## src/rtl/node_info_pkg.sv

```systemverilog
// Shared packet-type codes and role-state encoding for node_info_ctrl and the packet decoder.
package node_info_pkg;

    localparam logic [2:0] PKT_HB   = 3'b000;
    localparam logic [2:0] PKT_CHE  = 3'b001;
    localparam logic [2:0] PKT_TS   = 3'b100;
    localparam logic [2:0] PKT_DATA = 3'b101;
    localparam logic [2:0] PKT_SOS  = 3'b110;

    typedef enum logic [1:0] {
        ROLE_UNCL   = 2'd0,
        ROLE_MEMBER = 2'd1,
        ROLE_CH     = 2'd2
    } role_state_e;

endpackage

```

## src/rtl/node_info_ctrl_slot_timer.sv

```systemverilog
// One-shot TDMA slot countdown: fires one cycle after the count reaches zero,
// then idles until reloaded. Abort kills the countdown and any pending pulse.
module slot_timer #(
    parameter int unsigned WORD_W = 16
) (
    input  logic              clk,
    input  logic              nrst,
    input  logic              load,
    input  logic [WORD_W-1:0] value,
    input  logic              abort,
    output logic              fire
);

    logic [WORD_W-1:0] cnt_q;
    logic              active_q;
    logic              fire_q;

    always_ff @(posedge clk) begin
        if (!nrst) begin
            cnt_q    <= '0;
            active_q <= 1'b0;
            fire_q   <= 1'b0;
        end else begin
            fire_q <= 1'b0;
            if (abort) begin
                active_q <= 1'b0;
            end else if (load) begin
                cnt_q    <= value;
                active_q <= 1'b1;
            end else if (active_q) begin
                if (cnt_q == '0) begin
                    fire_q   <= 1'b1;
                    active_q <= 1'b0;
                end else begin
                    cnt_q <= cnt_q - 1'b1;
                end
            end
        end
    end

    assign fire = fire_q;

endmodule

```

## src/rtl/node_info_ctrl.sv

```systemverilog
// Per-node state holder for EER-RL clustering: sink distance, threshold, Q-value, slot,
// role FSM and heartbeat lock. Define NODE_INFO_HB_TIMEOUT_EN to build the lock timeout.
module node_info_ctrl
    import node_info_pkg::*;
#(
    parameter int unsigned       WORD_W     = 16,
    parameter logic [WORD_W-1:0] NODE_ID    = 16'h000C,
    parameter int unsigned       HB_TIMEOUT = 1024,
    parameter int unsigned       LOWE_FILT  = 4
) (
    input  logic              clk,
    input  logic              nrst,
    input  logic              en,
    input  logic [2:0]        pkt_type,
    input  logic [WORD_W-1:0] dest_id,
    input  logic [WORD_W-1:0] hops,
    input  logic [WORD_W-1:0] timeslot,
    input  logic [WORD_W-1:0] e_threshold,
    input  logic [WORD_W-1:0] energy,
    input  logic [WORD_W-1:0] q_value_in,
    output logic [WORD_W-1:0] my_node_id,
    output logic [WORD_W-1:0] hops_from_sink,
    output logic [WORD_W-1:0] my_q_value,
    output logic [WORD_W-1:0] e_thresh,
    output logic [WORD_W-1:0] my_timeslot,
    output logic              role,
    output logic              hb_locked,
    output logic              low_e,
    output logic              recluster_req,
    output logic              slot_fire
);

    localparam int unsigned LC_W = $clog2(LOWE_FILT + 1);

    role_state_e       state_q;
    logic [WORD_W-1:0] hops_q, eth_q, q_q, ts_q;
    logic              role_q, hb_locked_q, low_e_q, recl_q;
    logic [LC_W-1:0]   low_cnt_q, low_cnt_d;

    logic is_hb, is_che, is_ts, is_data, is_sos, dest_me, hb_acc, expire;
    logic slot_load, slot_abort;

    assign is_hb   = en && (pkt_type == PKT_HB);
    assign is_che  = en && (pkt_type == PKT_CHE);
    assign is_ts   = en && (pkt_type == PKT_TS);
    assign is_data = en && (pkt_type == PKT_DATA);
    assign is_sos  = en && (pkt_type == PKT_SOS);
    assign dest_me = (dest_id == NODE_ID);
    assign hb_acc  = is_hb && !hb_locked_q;

`ifdef NODE_INFO_HB_TIMEOUT_EN
    localparam int unsigned TO_W = $clog2(HB_TIMEOUT);

    logic [TO_W-1:0] to_cnt_q;

    assign expire = hb_locked_q && (to_cnt_q == TO_W'(HB_TIMEOUT - 1));

    always_ff @(posedge clk) begin
        if (!nrst) begin
            to_cnt_q <= '0;
        end else if (!hb_locked_q || is_data || expire) begin
            to_cnt_q <= '0;
        end else begin
            to_cnt_q <= to_cnt_q + 1'b1;
        end
    end
`else
    assign expire = 1'b0;
`endif

    always_ff @(posedge clk) begin
        if (!nrst) begin
            state_q     <= ROLE_UNCL;
            role_q      <= 1'b0;
            hops_q      <= '1;
            eth_q       <= '0;
            q_q         <= '0;
            ts_q        <= '0;
            hb_locked_q <= 1'b0;
            recl_q      <= 1'b0;
        end else begin
            q_q <= q_value_in;

            if (hb_acc) begin
                hops_q      <= hops;
                eth_q       <= e_threshold;
                hb_locked_q <= 1'b1;
                recl_q      <= 1'b0;
            end else if (is_data || expire) begin
                hb_locked_q <= 1'b0;
            end

            if (is_sos) begin
                recl_q <= 1'b1;
            end

            if (hb_acc) begin
                state_q <= ROLE_UNCL;
                role_q  <= 1'b0;
            end else begin
                case (state_q)
                    ROLE_UNCL, ROLE_MEMBER: begin
                        if (is_che && dest_me) begin
                            state_q <= ROLE_CH;
                            role_q  <= 1'b1;
                        end else if (is_ts && dest_me) begin
                            state_q <= ROLE_MEMBER;
                            ts_q    <= timeslot;
                        end
                    end
                    default: ;
                endcase
            end
        end
    end

    // Energy comparison uses the latched threshold, so a threshold of 0 can never trip it.
    always_comb begin
        low_cnt_d = '0;
        if (energy < eth_q) begin
            low_cnt_d = (low_cnt_q == LC_W'(LOWE_FILT)) ? low_cnt_q : low_cnt_q + 1'b1;
        end
    end

    always_ff @(posedge clk) begin
        if (!nrst) begin
            low_cnt_q <= '0;
            low_e_q   <= 1'b0;
        end else begin
            low_cnt_q <= low_cnt_d;
            low_e_q   <= (low_cnt_d == LC_W'(LOWE_FILT));
        end
    end

    assign slot_load  = is_data && (state_q == ROLE_MEMBER);
    assign slot_abort = (state_q == ROLE_MEMBER) && (hb_acc || (is_che && dest_me));

    slot_timer #(
        .WORD_W(WORD_W)
    ) u_slot_timer (
        .clk  (clk),
        .nrst (nrst),
        .load (slot_load),
        .value(ts_q),
        .abort(slot_abort),
        .fire (slot_fire)
    );

    assign my_node_id     = NODE_ID;
    assign hops_from_sink = hops_q;
    assign my_q_value     = q_q;
    assign e_thresh       = eth_q;
    assign my_timeslot    = ts_q;
    assign role           = role_q;
    assign hb_locked      = hb_locked_q;
    assign low_e          = low_e_q;
    assign recluster_req  = recl_q;

endmodule

```

## config.mk

```make
export PLATFORM = sky130hd
export DESIGN_NAME = node_info_ctrl
export DESIGN_NICKNAME = d
export VERILOG_FILES = /design/src/rtl/node_info_pkg.sv /design/src/rtl/node_info_ctrl_slot_timer.sv /design/src/rtl/node_info_ctrl.sv
export SDC_FILE = /design/constraint.sdc
export NUM_CORES = 1
export LEC_CHECK = 0
export ABC_CLOCK_PERIOD_IN_PS = 1940
export BUFFER_PORTS_ARGS = -buffer_cell sky130_fd_sc_hd__buf_4
export CAP_MARGIN = 20
export CORE_ASPECT_RATIO = 1.25
export CORE_MARGIN = 2
export CORE_UTILIZATION = 42
export DETAILED_ROUTE_END_ITERATION = 8
export MAX_ROUTING_LAYER = met4
export PLACE_DENSITY = 0.76
export SLEW_MARGIN = 0
export SYNTH_ARGS = -nofsm -noshare
export SYNTH_HDL_FRONTEND = slang
export SYNTH_SLANG_ARGS = --single-unit
```

## constraint.sdc

```tcl
create_clock -name clk -period 1.94 [get_ports clk]
set_input_delay 0 -clock clk [delete_from_list [all_inputs] [get_ports clk]]
set_output_delay 0 -clock clk [all_outputs]
set_load 0.005 [all_outputs]
```

Yosys cells after proc, flatten, opt, wreduce, memory -nomap -nowiden

Cells that the tools add are included.
W data, S select, Z words.

Muxes and demuxes: 15
Equality and inequality tests: 9
Reductions and logical operators: 27
Add/sub/neg operators: 2
Bitwise operators: 5
$lt $le $gt $ge: 1

Operators by type and width:

| cell                    | number |
|---|---|
| $mux W16                | 3 |
| $eq A16 B4 Y1 const B   | 1 |
| $logic_not A16 Y1       | 1 |
| $lt A16 B16 Y1          | 1 |
| $sub A16 B1 Y16 const B | 1 |
| $eq A3 B3 Y1 const B    | 5 |
| $logic_and A1 B1 Y1     | 10 |
| $mux W1                 | 8 |
| $reduce_bool A2 Y1      | 4 |
| $mux W3                 | 2 |
| $reduce_or A2 Y1        | 3 |
| $not A1 Y1              | 5 |
| $mux W2                 | 2 |
| $reduce_and A2 Y1       | 2 |
| $reduce_and A4 Y1       | 1 |
| $reduce_or A4 Y1        | 1 |
| $add A3 B1 Y3 const B   | 1 |
| $eq A3 B1 Y1 const B    | 1 |
| $logic_not A3 Y1        | 1 |
| $reduce_and A3 Y1       | 1 |
| $eq A2 B1 Y1 const B    | 1 |
| $logic_not A2 Y1        | 1 |
| $ne A2 B2 Y1 const B    | 1 |
| $logic_not A1 Y1        | 1 |
| $logic_or A1 B1 Y1      | 1 |

Flip-flop bits (word level): 91
Bits of input ports: 102
Word-level logic and storage cells: 72

Depth between registers and ports, before layout

Gate-level depths: netlist (run 1).

Word-level depth: 7
Gate-level depth with buffers: 8
Mapped depth without buffers: 8

Modules after synthesis

From an unflattened synthesis (run 1), not the netlist that was laid out.

Cells, all modules: 515
Area total of the unflattened synthesis: 4351.7 µm²

By module, submodules not included:

| module         | cells each | seq. area each (µm²) | area each (µm²) | times used |
|---|---|---|---|---|
| node_info_ctrl | 369        | 1461.4               | 3210.6          | 1 |
| slot_timer     | 146        | 360.3                | 1141.1          | 1 |

Least setup slack after synthesis (run 1)

No wires, ideal clock.

Kind: reg-to-reg
Start: reg u_slot_timer.cnt_q[7]
End: reg u_slot_timer.cnt_q[9]
Path slack: 0.082 ns
Data arrival time: 1.727 ns
Cell stages (with the launch flop): 7
Clock period less this slack: 1.858 ns
Path through: dfxtp_1 -> nor4_1 -> nand2_1 -> o31ai_4 -> a21oi_1 -> nand2_2 -> o22ai_1

Word-level cells in the longest chain between the ends: 4
Elaborated cells between the ends (all ways): 7
Those cells by class: 1 x add/sub; 1 x eq/ne; 3 x mux; 2 x reduce/logical

Ends and longest elaborated chain:

| what                   | RTL line                        | source |
|---|---|---|
| start, declared        | node_info_ctrl_slot_timer.sv:14 | `logic [WORD_W-1:0] cnt_q;` |
| start signal, assigned | node_info_ctrl_slot_timer.sv:28 | `cnt_q <= value;` |
| start signal, assigned | node_info_ctrl_slot_timer.sv:35 | `cnt_q <= cnt_q - 1'b1;` |
| $sub A16 B1 Y16        | node_info_ctrl_slot_timer.sv:35 |  |
| $mux W16               | node_info_ctrl_slot_timer.sv:31 | `if (cnt_q == '0) begin` |
| $mux W16               | node_info_ctrl_slot_timer.sv:30 | `end else if (active_q) begin` |
| $mux W16               | node_info_ctrl_slot_timer.sv:27 | `end else if (load) begin` |

Parallel ways exist; a longest one is shown, timed or not. The select of a mux whose other input is x is not followed.
A chain may end at the register's enable or synchronous reset.

Worst setup path after layout (run 1)

Start: reg eth_q[2] (netlist: e_thresh[2])
End: reg low_cnt_q[0]

Word-level cells in the longest chain between the ends: 2

Ends and longest elaborated chain:

| what                   | RTL line              | source |
|---|---|---|
| start, declared        | node_info_ctrl.sv:36  | `logic [WORD_W-1:0] hops_q, eth_q, q_q, ts_q;` |
| start signal, assigned | node_info_ctrl.sv:86  | `eth_q <= e_threshold;` |
| $lt A16 B16 Y1         | node_info_ctrl.sv:120 | `if (energy < eth_q) begin` |
| $mux W3                | node_info_ctrl.sv:120 |  |
| end signal, assigned   | node_info_ctrl.sv:130 | `low_cnt_q <= low_cnt_d;` |
| end, declared          | node_info_ctrl.sv:38  | `logic [LC_W-1:0] low_cnt_q, low_cnt_d;` |

No other way between the ends.

==> results of run 1 <==
[state kept, by name (all words and copies together), names as in the netlist, 2 cells and up]
register and count:
e_thresh 16, my_timeslot 16, low_cnt_q 3, state_q 2, my_q_value 16, hops_from_sink 16
u_slot_timer.cnt_q 16
[worst paths after layout]
path | startpoint | to | slack [ns] | cells past startpoint
max | e_thresh[2] | low_cnt_q[0] | 0.03 | 7
min | nrst | my_q_value[2] | 0.04 | 2
max reg2reg | e_thresh[2] | low_cnt_q[0] | 0.03 | 7
min reg2reg | hops_from_sink[2] | hops_from_sink[2] | 0.47 | 2
[synthesized netlist by cell type (4+ instances only)]
cell type,count,share of area
sky130_fd_sc_hd__nand4_1,4,0.0061
sky130_fd_sc_hd__clkbuf_1,19,0.017
sky130_fd_sc_hd__inv_1,26,0.024
sky130_fd_sc_hd__mux2i_1,19,0.046
sky130_fd_sc_hd__a21oi_1,40,0.049
sky130_fd_sc_hd__or3_1,7,0.011
sky130_fd_sc_hd__o21ai_0,10,0.012
sky130_fd_sc_hd__o22ai_1,5,0.0076
sky130_fd_sc_hd__a22oi_1,4,0.0073
sky130_fd_sc_hd__and2_1,16,0.024
sky130_fd_sc_hd__buf_4,18,0.033
sky130_fd_sc_hd__nor3_1,14,0.017
sky130_fd_sc_hd__nand2b_1,5,0.0076
sky130_fd_sc_hd__ha_1,19,0.058
sky130_fd_sc_hd__nand3_1,23,0.028
sky130_fd_sc_hd__nor4_1,11,0.017
sky130_fd_sc_hd__nor2_1,34,0.031
sky130_fd_sc_hd__nand2_1,82,0.075
sky130_fd_sc_hd__dfxtp_1,91,0.44
[critical path, cell delays in order, from the launching register on]
cell	delay (ns)
sky130_fd_sc_hd__dfxtp_2	0.35
sky130_fd_sc_hd__inv_2	0.05
sky130_fd_sc_hd__ha_4	0.22
sky130_fd_sc_hd__or3_4	0.38
sky130_fd_sc_hd__a41oi_2	0.21
sky130_fd_sc_hd__a31oi_1	0.13
sky130_fd_sc_hd__nand3b_1	0.27
sky130_fd_sc_hd__nor3b_1	0.23
[what timing repair did]
action,CTS,global route
setup endpoints to repair,14,22
pin swaps,1,11
gates resized for setup,3,17
buffers inserted,0,2
hold buffers,73,0
endpoints found under the hold margin,66,0
[through the flow]
stage          instance area, sq um  instances   util
2_1_floorplan                  4170        503      -
3_3_place_gp                   5600        784  0.586
3_5_place_dp                   5600        784  0.586
4_1_cts                        6660        873  0.696
5_1_grt                        6760        875  0.707
6_report                       6760        875  0.707
[layer usage]
layer / GRT usage / part of all wire
met1: 0.254 / 0.39
met2: 0.416 / 0.52
met3: 0.0382 / 0.048
met4: 0.111 / 0.033
met5: - / 0
[cell families after synthesis]
family / Yosys count / share of synthesized area
simple gates: 211 / 0.245
flops: 91 / 0.443
compound gates: 82 / 0.129
buf+inv: 65 / 0.0779
mux: 19 / 0.0462
fa+ha+maj: 19 / 0.0578
other cells: 2 / 0.00183
[power by group through the flow]
| stage | Clock, W | Combinational [W] | Sequential, W |
|---|---|---|---|
| floorplan | 0 | 0.000152 | 0.00197 |
| global placement | 0 | 0.000374 | 0.00197 |
| detailed placement | 0 | 0.000384 | 0.00197 |
| CTS | 0.00185 | 0.000503 | 0.00193 |
| global route | 0.00194 | 0.000564 | 0.00193 |
| finish | 0.00180 | 0.000520 | 0.00193 |
[area by class of cell]
class	instances	area, sq um	share of cell area
flip-flops and latches	91	1830	0.270
clock inverters	7	81.3	0.0120
multi-input cells	347	2130	0.316
well taps	126	158	0.0233
repair buffers	269	2230	0.331
inverters	26	97.6	0.0144
clock buffers	9	225	0.0333
==> impl_metrics.xml, run 1 <==
<?xml version="1.0" encoding="UTF-8"?>
<metrics>
  <group name="run_status">
    <metric name="status" unit="">finished, final reports clean</metric>
  </group>
  <group name="routing">
    <metric name="wl_per_cell" unit="microns">14.2</metric>
    <metric name="detailedRoute.firstIterationViolations" unit="">93</metric>
    <metric name="first_pass_iters" unit="">4</metric>
    <metric name="drc" unit="">0</metric>
    <metric name="total_number_of_vias" unit="">4354</metric>
    <metric name="vias_per_cell" unit="">4.98</metric>
    <metric name="final_antenna_net_count" unit="">0</metric>
    <metric name="drt_wl_total" unit="mm">12.5</metric>
  </group>
  <group name="global_route">
    <metric name="global_route.usage.total" unit="">0.234</metric>
    <metric name="number_of_global_route_vias_before_repair" unit="">4214</metric>
    <metric name="initial_antenna_violation_count" unit="">0</metric>
    <metric name="grt_max_degree" unit="">39</metric>
    <metric name="grt_pass1_wl" unit="mm">19.3</metric>
    <metric name="grt_overflow_total" unit="">0</metric>
  </group>
  <group name="setup_path">
    <metric name="worst_setup_path_start_kind" unit="">flop</metric>
    <metric name="critical_path.max_fanout" unit="">4</metric>
    <metric name="timing_worst_setup_path_type" unit="">flop to flop</metric>
    <metric name="crit_path_end_kind" unit="">flop</metric>
    <metric name="arrival" unit="ns">2.17</metric>
    <metric name="cp_data_required_time" unit="ns">2.20</metric>
  </group>
  <group name="place">
    <metric name="buffer_ports.inserted" unit="">170</metric>
    <metric name="dpl_worst_slack" unit="ns">-0.0300</metric>
    <metric name="gp_congestion" unit="">0.849</metric>
    <metric name="dp_hpwl" unit="mm">7.88</metric>
  </group>
  <group name="timing">
    <metric name="post-route-worst-setup-slack" unit="ns">0.0287</metric>
    <metric name="report.final.setup_viol" unit="">0</metric>
    <metric name="max_freq" unit="GHz">0.523</metric>
    <metric name="final_hold_viol_count" unit="">0</metric>
    <metric name="setup_repair_after_global_routing_missed_its_margin" unit="">yes</metric>
    <metric name="timing.setup.tns" unit="ns">0</metric>
    <metric name="whs" unit="ns">0.0351</metric>
    <metric name="finalClockSkew" unit="ns">0.00766</metric>
    <metric name="final.min_clock_period" unit="ns">1.91</metric>
    <metric name="report.final.slew_viol_count" unit="">0</metric>
    <metric name="fraction_of_the_cycle_the_final_worst_path_needs" unit="">0.985</metric>
  </group>
  <group name="power">
    <metric name="sequential_group_share_of_total_power" unit="">0.455</metric>
    <metric name="total_leakage_power" unit="nW">2.94</metric>
    <metric name="power.combinational.fraction" unit="">0.122</metric>
    <metric name="clock_power_frac" unit="">0.423</metric>
    <metric name="power.share.switching" unit="">0.232</metric>
    <metric name="internal_power" unit="W">0.00326</metric>
    <metric name="pwr_density_cell" unit="nW/um^2">629</metric>
    <metric name="p_sw" unit="W">0.000987</metric>
    <metric name="post-layout-total-power" unit="W">0.00425</metric>
    <metric name="peakVddDrop" unit="mV">0.408</metric>
  </group>
  <group name="floorplan">
    <metric name="chipWidth" unit="microns">92.5</metric>
    <metric name="io_pins" unit="">187</metric>
    <metric name="die-height" unit="microns">115</metric>
    <metric name="dieArea" unit="sq um">10600</metric>
    <metric name="design.core.area" unit="sq um">9560</metric>
    <metric name="num_rows" unit="">40</metric>
    <metric name="initial_core_util" unit="">0.430</metric>
  </group>
  <group name="logic_synthesis">
    <metric name="yosysUniqueCellTypes" unit="">49</metric>
    <metric name="cell_count_after_synthesis" unit="">489</metric>
    <metric name="postSynthRegisterBits" unit="">91</metric>
    <metric name="ys.flop_type" unit="">sky130_fd_sc_hd__dfxtp_1</metric>
    <metric name="syn_avg_cell_area" unit="sq um">8.41</metric>
    <metric name="ys_async_sr_fraction" unit="">0</metric>
    <metric name="synth-edff-count" unit="">0</metric>
    <metric name="ys_warn_count" unit="">0</metric>
    <metric name="synth_sequential_area_ratio" unit="">0.443</metric>
    <metric name="post_synth_instance_area" unit="sq um">4110</metric>
  </group>
  <group name="layout">
    <metric name="synthToLayoutAreaGrowth" unit="%">64.2</metric>
    <metric name="most-common-layout-cells" unit="">193 x sky130_fd_sc_hd__buf_4, 88 x sky130_fd_sc_hd__dfxtp_1, 82 x sky130_fd_sc_hd__nand2_1</metric>
    <metric name="antenna_cells_inserted" unit="">0</metric>
    <metric name="mostFrequentLayoutCell" unit="">sky130_fd_sc_hd__buf_4</metric>
    <metric name="final_layout_size_suffix_gt1_frac" unit="">0.315</metric>
    <metric name="final_net_count" unit="">865</metric>
    <metric name="nFillCells" unit="">703</metric>
  </group>
  <group name="clock_tree">
    <metric name="root_buffer" unit="">sky130_fd_sc_hd__clkbuf_16</metric>
    <metric name="cts_num_sinks" unit="">91</metric>
    <metric name="tritoncts_clock_tree" unit="">yes</metric>
    <metric name="clk_path_buf_depth" unit="">2</metric>
    <metric name="cts.reportedPaths.clkPinSlew" unit="ns">0.07</metric>
    <metric name="tritoncts_buffer_count" unit="">9</metric>
    <metric name="worst_skew_pair.late_latency" unit="ns">0.34</metric>
    <metric name="htree_num_levels" unit="">3</metric>
  </group>
  <group name="run">
    <metric name="timing.max_cap.violations" unit="">0</metric>
  </group>
  <group name="min_path">
    <metric name="min-delay-path-class" unit="">input port to flop</metric>
  </group>
</metrics>
(Power assumes the default switching activity.)
==> run 2: changes to the inputs <==
- ABC_CLOCK_PERIOD_IN_PS: 1940 -> 2200
- CORE_UTILIZATION: 42 -> 51
- PLACE_DENSITY: 0.76 -> 0.86
- clock period: 1.94 -> 2.2 ns (I/O delays scaled with it)
==> run 2 against run 1 <==
Fmax down 5.4%. Non-clock buffer count unchanged. Clock skew up 0.0020 ns. Via count up 5.7%. Combinational power down 7.1%. Cell count down 3.5%. Worst setup slack better by 0.15 ns. Sequential cell count unchanged. Die area down 17%. Sequential share of layout area up 0.85 points. Sequential power down 12%. Largest cell class unchanged. Wire length up 15%.
==> impl_metrics.xml, run 2 (synthesis results as in run 1) <==
<?xml version="1.0" encoding="UTF-8"?>
<metrics>
  <group name="clock_tree">
    <metric name="cts.reportedPaths.clkPinSlew" unit="ns">0.09</metric>
    <metric name="worst_skew_pair.late_latency" unit="ns">0.36</metric>
    <metric name="root_buffer" unit="">sky130_fd_sc_hd__clkbuf_8</metric>
    <metric name="cts_resized" unit="">0</metric>
    <metric name="tritoncts_clock_tree" unit="">yes</metric>
    <metric name="tritoncts_buffer_count" unit="">9</metric>
    <metric name="htree_num_levels" unit="">3</metric>
    <metric name="clk_path_buf_depth" unit="">2</metric>
    <metric name="cts_num_sinks" unit="">91</metric>
  </group>
  <group name="setup_path">
    <metric name="ff2ff_path_depth" unit="">5</metric>
    <metric name="cp_data_required_time" unit="ns">2.45</metric>
    <metric name="worst-r2r-setup-slack" unit="ns">0.18</metric>
    <metric name="worst_setup_path_start_kind" unit="">flop</metric>
    <metric name="worstReg2RegStart" unit="">hb_locked</metric>
    <metric name="critical_path.max_fanout" unit="">34</metric>
    <metric name="arrival" unit="ns">2.27</metric>
    <metric name="crit_path_end_kind" unit="">flop</metric>
    <metric name="cp_slowest_cell" unit="">sky130_fd_sc_hd__dlygate4sd3_1</metric>
    <metric name="reg2reg_to" unit="">hops_from_sink[12]</metric>
    <metric name="max_stage_delay" unit="ns">0.59</metric>
    <metric name="crit_path_cell_trace" unit="">or3_1 &gt; buf_4 &gt; nand2_1 &gt; nand3_1 &gt; dlygate4sd3_1</metric>
    <metric name="timing_worst_setup_path_type" unit="">flop to flop</metric>
  </group>
  <group name="floorplan">
    <metric name="chipWidth" unit="microns">84.3</metric>
    <metric name="design.core.area" unit="sq um">7790</metric>
    <metric name="dieArea" unit="sq um">8810</metric>
    <metric name="num_rows" unit="">36</metric>
    <metric name="initial_core_util" unit="">0.528</metric>
    <metric name="die-height" unit="microns">104</metric>
    <metric name="io_pins" unit="">187</metric>
  </group>
  <group name="timing">
    <metric name="fraction_of_the_cycle_the_final_worst_path_needs" unit="">0.919</metric>
    <metric name="finalClockSkew" unit="ns">0.00962</metric>
    <metric name="setup_repair_after_global_routing_missed_its_margin" unit="">no</metric>
    <metric name="post-route-worst-setup-slack" unit="ns">0.179</metric>
    <metric name="final_hold_viol_count" unit="">0</metric>
    <metric name="report.final.setup_viol" unit="">0</metric>
    <metric name="timing.setup.tns" unit="ns">0</metric>
    <metric name="report.final.slew_viol_count" unit="">0</metric>
    <metric name="final.min_clock_period" unit="ns">2.02</metric>
    <metric name="max_freq" unit="GHz">0.495</metric>
  </group>
  <group name="power">
    <metric name="total_leakage_power" unit="nW">2.88</metric>
    <metric name="peakVddDrop" unit="mV">0.550</metric>
    <metric name="pwr_density_cell" unit="nW/um^2">519</metric>
  </group>
  <group name="layout">
    <metric name="most-common-layout-cells" unit="">183 x sky130_fd_sc_hd__buf_4, 91 x sky130_fd_sc_hd__dfxtp_1, 85 x sky130_fd_sc_hd__dlygate4sd3_1</metric>
    <metric name="synthToLayoutAreaGrowth" unit="%">58.9</metric>
    <metric name="nFillCells" unit="">417</metric>
    <metric name="final_layout_size_suffix_gt1_frac" unit="">0.278</metric>
    <metric name="finalCoreUtilization" unit="">0.839</metric>
    <metric name="mostFrequentLayoutCell" unit="">sky130_fd_sc_hd__buf_4</metric>
    <metric name="final_net_count" unit="">865</metric>
    <metric name="antenna_cells_inserted" unit="">0</metric>
  </group>
  <group name="routing">
    <metric name="drc" unit="">0</metric>
    <metric name="drt_wl_total" unit="mm">14.3</metric>
    <metric name="vias_per_cell" unit="">5.45</metric>
    <metric name="final_antenna_net_count" unit="">0</metric>
    <metric name="wl_per_cell" unit="microns">16.9</metric>
    <metric name="total_number_of_vias" unit="">4603</metric>
    <metric name="detailedRoute.firstIterationViolations" unit="">219</metric>
    <metric name="first_pass_iters" unit="">7</metric>
  </group>
  <group name="min_path">
    <metric name="hold_end" unit="">low_cnt_q[1]</metric>
    <metric name="hold_depth" unit="">5</metric>
    <metric name="min-delay-path-class" unit="">input port to flop</metric>
    <metric name="source_of_the_worst_hold_timing_path" unit="">energy[15]</metric>
  </group>
  <group name="run_status">
    <metric name="status" unit="">finished, final reports clean</metric>
  </group>
  <group name="run">
    <metric name="timing.max_cap.violations" unit="">0</metric>
  </group>
  <group name="place">
    <metric name="dp_hpwl" unit="mm">8.28</metric>
    <metric name="dpl_worst_slack" unit="ns">0.233</metric>
    <metric name="gp_congestion" unit="">0.882</metric>
    <metric name="buffer_ports.inserted" unit="">170</metric>
  </group>
  <group name="global_route">
    <metric name="grt_overflow_total" unit="">0</metric>
    <metric name="global_route.usage.total" unit="">0.329</metric>
    <metric name="grt_max_degree" unit="">39</metric>
    <metric name="number_of_global_route_vias_before_repair" unit="">4807</metric>
    <metric name="grt_pass1_wl" unit="mm">22.6</metric>
    <metric name="initial_antenna_violation_count" unit="">0</metric>
  </group>
</metrics>
-- run 2: cell types whose count changed in the layout (fill, tap and decap cells not counted), moves of 4 or more --
cell                            delta
sky130_fd_sc_hd__inv_6             -4
sky130_fd_sc_hd__clkbuf_8         +11
sky130_fd_sc_hd__buf_4            -10
sky130_fd_sc_hd__clkbuf_16         -9
sky130_fd_sc_hd__dlygate4sd3_1    +12
-- run 2: cell type report --
class                   count  area (sq um)  area share
clock buffers              11           151      0.0232
well taps                  95           119      0.0182
flip-flops and latches     91          1820       0.279
repair buffers            269          2240       0.343
inverters                  26          97.6      0.0149
multi-input cells         347          2040       0.312
clock inverters             5          60.1     0.00919
-- run 2: worst max-delay path by stage --
stage | start | to | slack [ns] | cells past startpoint
3_5_place_dp | state_q[1] | u_slot_timer.cnt_q[10] | 0.23 | 6
3_3_place_gp | pkt_type[1] | u_slot_timer.cnt_q[13] | 0.30 | 8
2_1_floorplan | u_slot_timer.cnt_q[7] | u_slot_timer.cnt_q[9] | 0.34 | 6
5_1_grt | u_slot_timer.cnt_q[4] | u_slot_timer.cnt_q[6] | 0.003 | 6
6_report | hb_locked | hops_from_sink[12] | 0.18 | 5
4_1_cts | state_q[1] | u_slot_timer.cnt_q[10] | 0.22 | 6
-- run 2: per-layer routing --
metal / track usage / routed length (microns) / vias up
met5: - / 0 / -
met4: 0.179 / 592 / 0
li1: - / - / 2162
met2: 0.608 / 7780 / 243
met1: 0.313 / 4920 / 2144
met3: 0.0667 / 988 / 54
-- run 2: report_power, final --
part / switching, W / internal, W
Sequential: 0.0000211 / 0.00168
Combinational: 0.000184 / 0.000300
Clock: 0.000613 / 0.000592
Total: 0.000818 / 0.00257
-- run 2: critical path, delay by kind of cell (launching register included) --
kind | cells | cell delay (ns)
buffers and inverters | 2 | 0.87
AND/OR/NAND/NOR | 3 | 0.67
flip-flops | 1 | 0.36
-- run 2: timing repair --
| item | in CTS | in global routing |
|---|---|---|
| buffers inserted | 0 | 0 |
| hold endpoints to repair | 66 | 0 |
| hold buffers | 85 | 0 |
-- run 2: metrics by stage --
step | instances | power [W] | area, sq um | hold WS [ns]
2_1_floorplan | 503 | 0.00187 | 4170 | 0.124
3_3_place_gp | 743 | 0.00206 | 5470 | 0.207
3_5_place_dp | 743 | 0.00208 | 5470 | 0.211
4_1_cts | 844 | 0.00337 | 6540 | 0.132
5_1_grt | 844 | 0.00351 | 6540 | 0.178
6_report | 844 | 0.00339 | 6540 | 0.160
==> run 3: changes to the inputs <==
- PLACE_DENSITY: 0.86 -> 0.95
==> run 3 against run 2 <==
Sequential share of layout area decreased by 0.15 points. Worst hold slack got worse by 0.0063 ns. Register-to-register slack barely moved. Sequential cell count is the same. Combinational power increased by 1%. Largest cell class unchanged. Highest routed layer unchanged.
==> impl_metrics.xml, run 3 (synthesis results as in run 1) <==
<?xml version="1.0" encoding="UTF-8"?>
<metrics>
  <group name="global_route">
    <metric name="global_route.usage.total" unit="">0.354</metric>
    <metric name="grt_most_used_layer" unit="">met2</metric>
    <metric name="grt_max_degree" unit="">39</metric>
    <metric name="grt_util_met3" unit="">0.0635</metric>
    <metric name="grt_util_met1" unit="">0.357</metric>
    <metric name="initial_antenna_violation_count" unit="">0</metric>
    <metric name="grt_overflow_total" unit="">0</metric>
    <metric name="grt_pass1_wl" unit="mm">24.3</metric>
    <metric name="number_of_global_route_vias_before_repair" unit="">4998</metric>
    <metric name="global_routing_usage_on_met2" unit="">0.623</metric>
  </group>
  <group name="place">
    <metric name="dp_hpwl" unit="mm">8.32</metric>
    <metric name="gp_congestion" unit="">0.902</metric>
    <metric name="buffer_ports.inserted" unit="">170</metric>
  </group>
  <group name="layout">
    <metric name="synthToLayoutAreaGrowth" unit="%">59.7</metric>
    <metric name="mostFrequentLayoutCell" unit="">sky130_fd_sc_hd__buf_4</metric>
    <metric name="antenna_cells_inserted" unit="">0</metric>
    <metric name="final_net_count" unit="">864</metric>
    <metric name="final_layout_size_suffix_gt1_frac" unit="">0.281</metric>
    <metric name="sequential_cell_area" unit="sq um">1820</metric>
    <metric name="most-common-layout-cells" unit="">183 x sky130_fd_sc_hd__buf_4, 91 x sky130_fd_sc_hd__dfxtp_1, 85 x sky130_fd_sc_hd__dlygate4sd3_1</metric>
    <metric name="combined_area_of_the_multi_input_logic_cells" unit="sq um">2060</metric>
    <metric name="nFillCells" unit="">409</metric>
  </group>
  <group name="routing">
    <metric name="vias_per_cell" unit="">5.66</metric>
    <metric name="detailedRoute.firstIterationViolations" unit="">237</metric>
    <metric name="wl_per_cell" unit="microns">18.1</metric>
    <metric name="drc" unit="">0</metric>
    <metric name="drt_wl_total" unit="mm">15.3</metric>
    <metric name="first_pass_iters" unit="">8</metric>
    <metric name="final_antenna_net_count" unit="">0</metric>
    <metric name="total_number_of_vias" unit="">4771</metric>
  </group>
  <group name="run">
    <metric name="timing.max_cap.violations" unit="">0</metric>
  </group>
  <group name="setup_path">
    <metric name="cp_num_cells" unit="">5</metric>
    <metric name="crit_path_cell_trace" unit="">or3_1 &gt; buf_4 &gt; nand2_1 &gt; nand3_1 &gt; dlygate4sd3_1</metric>
    <metric name="timing.critical_path.max_delay_family" unit="">buffers and inverters</metric>
    <metric name="worst_setup_path_start_kind" unit="">flop</metric>
    <metric name="ff2ff_path_depth" unit="">5</metric>
    <metric name="timing.critical_path.buf_inv" unit="">2</metric>
    <metric name="timing_worst_setup_path_type" unit="">flop to flop</metric>
    <metric name="arrival" unit="ns">2.29</metric>
    <metric name="cp_slowest_cell" unit="">sky130_fd_sc_hd__dlygate4sd3_1</metric>
    <metric name="cp_data_required_time" unit="ns">2.46</metric>
    <metric name="critical_path.max_fanout" unit="">34</metric>
    <metric name="crit_path_end_kind" unit="">flop</metric>
    <metric name="max_stage_delay" unit="ns">0.60</metric>
  </group>
  <group name="min_path">
    <metric name="min-delay-path-class" unit="">input port to flop</metric>
    <metric name="hold_depth" unit="">4</metric>
  </group>
  <group name="floorplan">
    <metric name="io_pins" unit="">187</metric>
    <metric name="num_rows" unit="">36</metric>
    <metric name="design.core.area" unit="sq um">7790</metric>
    <metric name="initial_core_util" unit="">0.528</metric>
    <metric name="die-height" unit="microns">104</metric>
    <metric name="chipWidth" unit="microns">84.3</metric>
    <metric name="dieArea" unit="sq um">8810</metric>
  </group>
  <group name="timing">
    <metric name="report.final.setup_viol" unit="">0</metric>
    <metric name="setup_repair_after_global_routing_missed_its_margin" unit="">no</metric>
    <metric name="fraction_of_the_cycle_the_final_worst_path_needs" unit="">0.925</metric>
    <metric name="timing.setup.tns" unit="ns">0</metric>
    <metric name="max_freq" unit="GHz">0.491</metric>
    <metric name="finalClockSkew" unit="ns">0.00898</metric>
    <metric name="whs" unit="ns">0.154</metric>
    <metric name="final.min_clock_period" unit="ns">2.03</metric>
    <metric name="final_hold_viol_count" unit="">0</metric>
    <metric name="report.final.slew_viol_count" unit="">0</metric>
  </group>
  <group name="clock_tree">
    <metric name="tritoncts_buffer_count" unit="">9</metric>
    <metric name="worst_skew_pair.late_latency" unit="ns">0.37</metric>
    <metric name="cts_num_sinks" unit="">91</metric>
    <metric name="htree_num_levels" unit="">3</metric>
    <metric name="postCtsSetupBuffers" unit="">0</metric>
    <metric name="cts.reportedPaths.clkPinSlew" unit="ns">0.09</metric>
    <metric name="tritoncts_clock_tree" unit="">yes</metric>
    <metric name="clk_path_buf_depth" unit="">2</metric>
    <metric name="root_buffer" unit="">sky130_fd_sc_hd__clkbuf_8</metric>
  </group>
  <group name="power">
    <metric name="pwr_density_cell" unit="nW/um^2">548</metric>
    <metric name="peakVddDrop" unit="mV">0.512</metric>
    <metric name="total_leakage_power" unit="nW">2.89</metric>
  </group>
  <group name="run_status">
    <metric name="status" unit="">finished, final reports clean</metric>
  </group>
</metrics>
==> run 3: cell types whose count changed in the layout (fill, tap and decap cells not counted) <==
cell,change
sky130_fd_sc_hd__bufinv_16,+2
sky130_fd_sc_hd__nor4_1,-2
sky130_fd_sc_hd__nor4_2,+2
sky130_fd_sc_hd__buf_12,-1
sky130_fd_sc_hd__clkbuf_8,-1
sky130_fd_sc_hd__clkinv_4,-1
sky130_fd_sc_hd__nor3_1,-1
sky130_fd_sc_hd__nor3_2,+1
==> run 3: timing repair <==
action                                  4_1_cts  5_1_grt
endpoints found under the setup margin        0        9
hold buffers                                 85        0
endpoints found under the hold margin        68        0
gates resized for setup                       0        3
==> run 3: area by class of cell <==
cell class              instances  area share
clock buffers                  10      0.0209
well taps                      95      0.0181
multi-input cells             347       0.313
inverters                      26      0.0149
clock inverters                 6      0.0169
flip-flops and latches         91       0.277
repair buffers                268       0.339
==> run 3: metal layers <==
layer,part of all wire,vias up
met5,0,-
met4,0.062,0
met3,0.067,100
met2,0.53,309
met1,0.34,2209
li1,-,2153
==> run 3: through the flow <==
stage	utilization	area [sq um]	power (W)	setup slack, ns	std cells
final	0.843	6570	0.00360	0.165	843
after global routing	0.843	6570	0.00371	0.0410	843
after CTS	0.841	6550	0.00356	0.174	843
after detailed placement	0.700	5450	0.00208	0.177	742
after global placement	0.700	5450	0.00206	0.270	742
after floorplan	-	4170	0.00187	0.342	503
==> run 3: path summary, 6_finish.rpt <==
check / startpoint / end / slack [ns]
max: hb_locked / hops_from_sink[13] / 0.17
min: pkt_type[1] / hb_locked / 0.15
max reg2reg: hb_locked / hops_from_sink[13] / 0.17
min reg2reg: recluster_req / recluster_req / 0.48
==> run 3: tightest hold or removal path, delay by kind of cell <==
kind / cells / cell delay, ns
AOI/OAI and AO/OA: 1 / 0.10
and+or+nand+nor: 2 / 0.30
buffers and inverters: 1 / 0.09
==> run 3: power breakdown <==
group | switching, W | internal [W]
combinational | 0.000188 | 0.000301
sequential | 0.0000224 | 0.00168
clock | 0.000621 | 0.000788
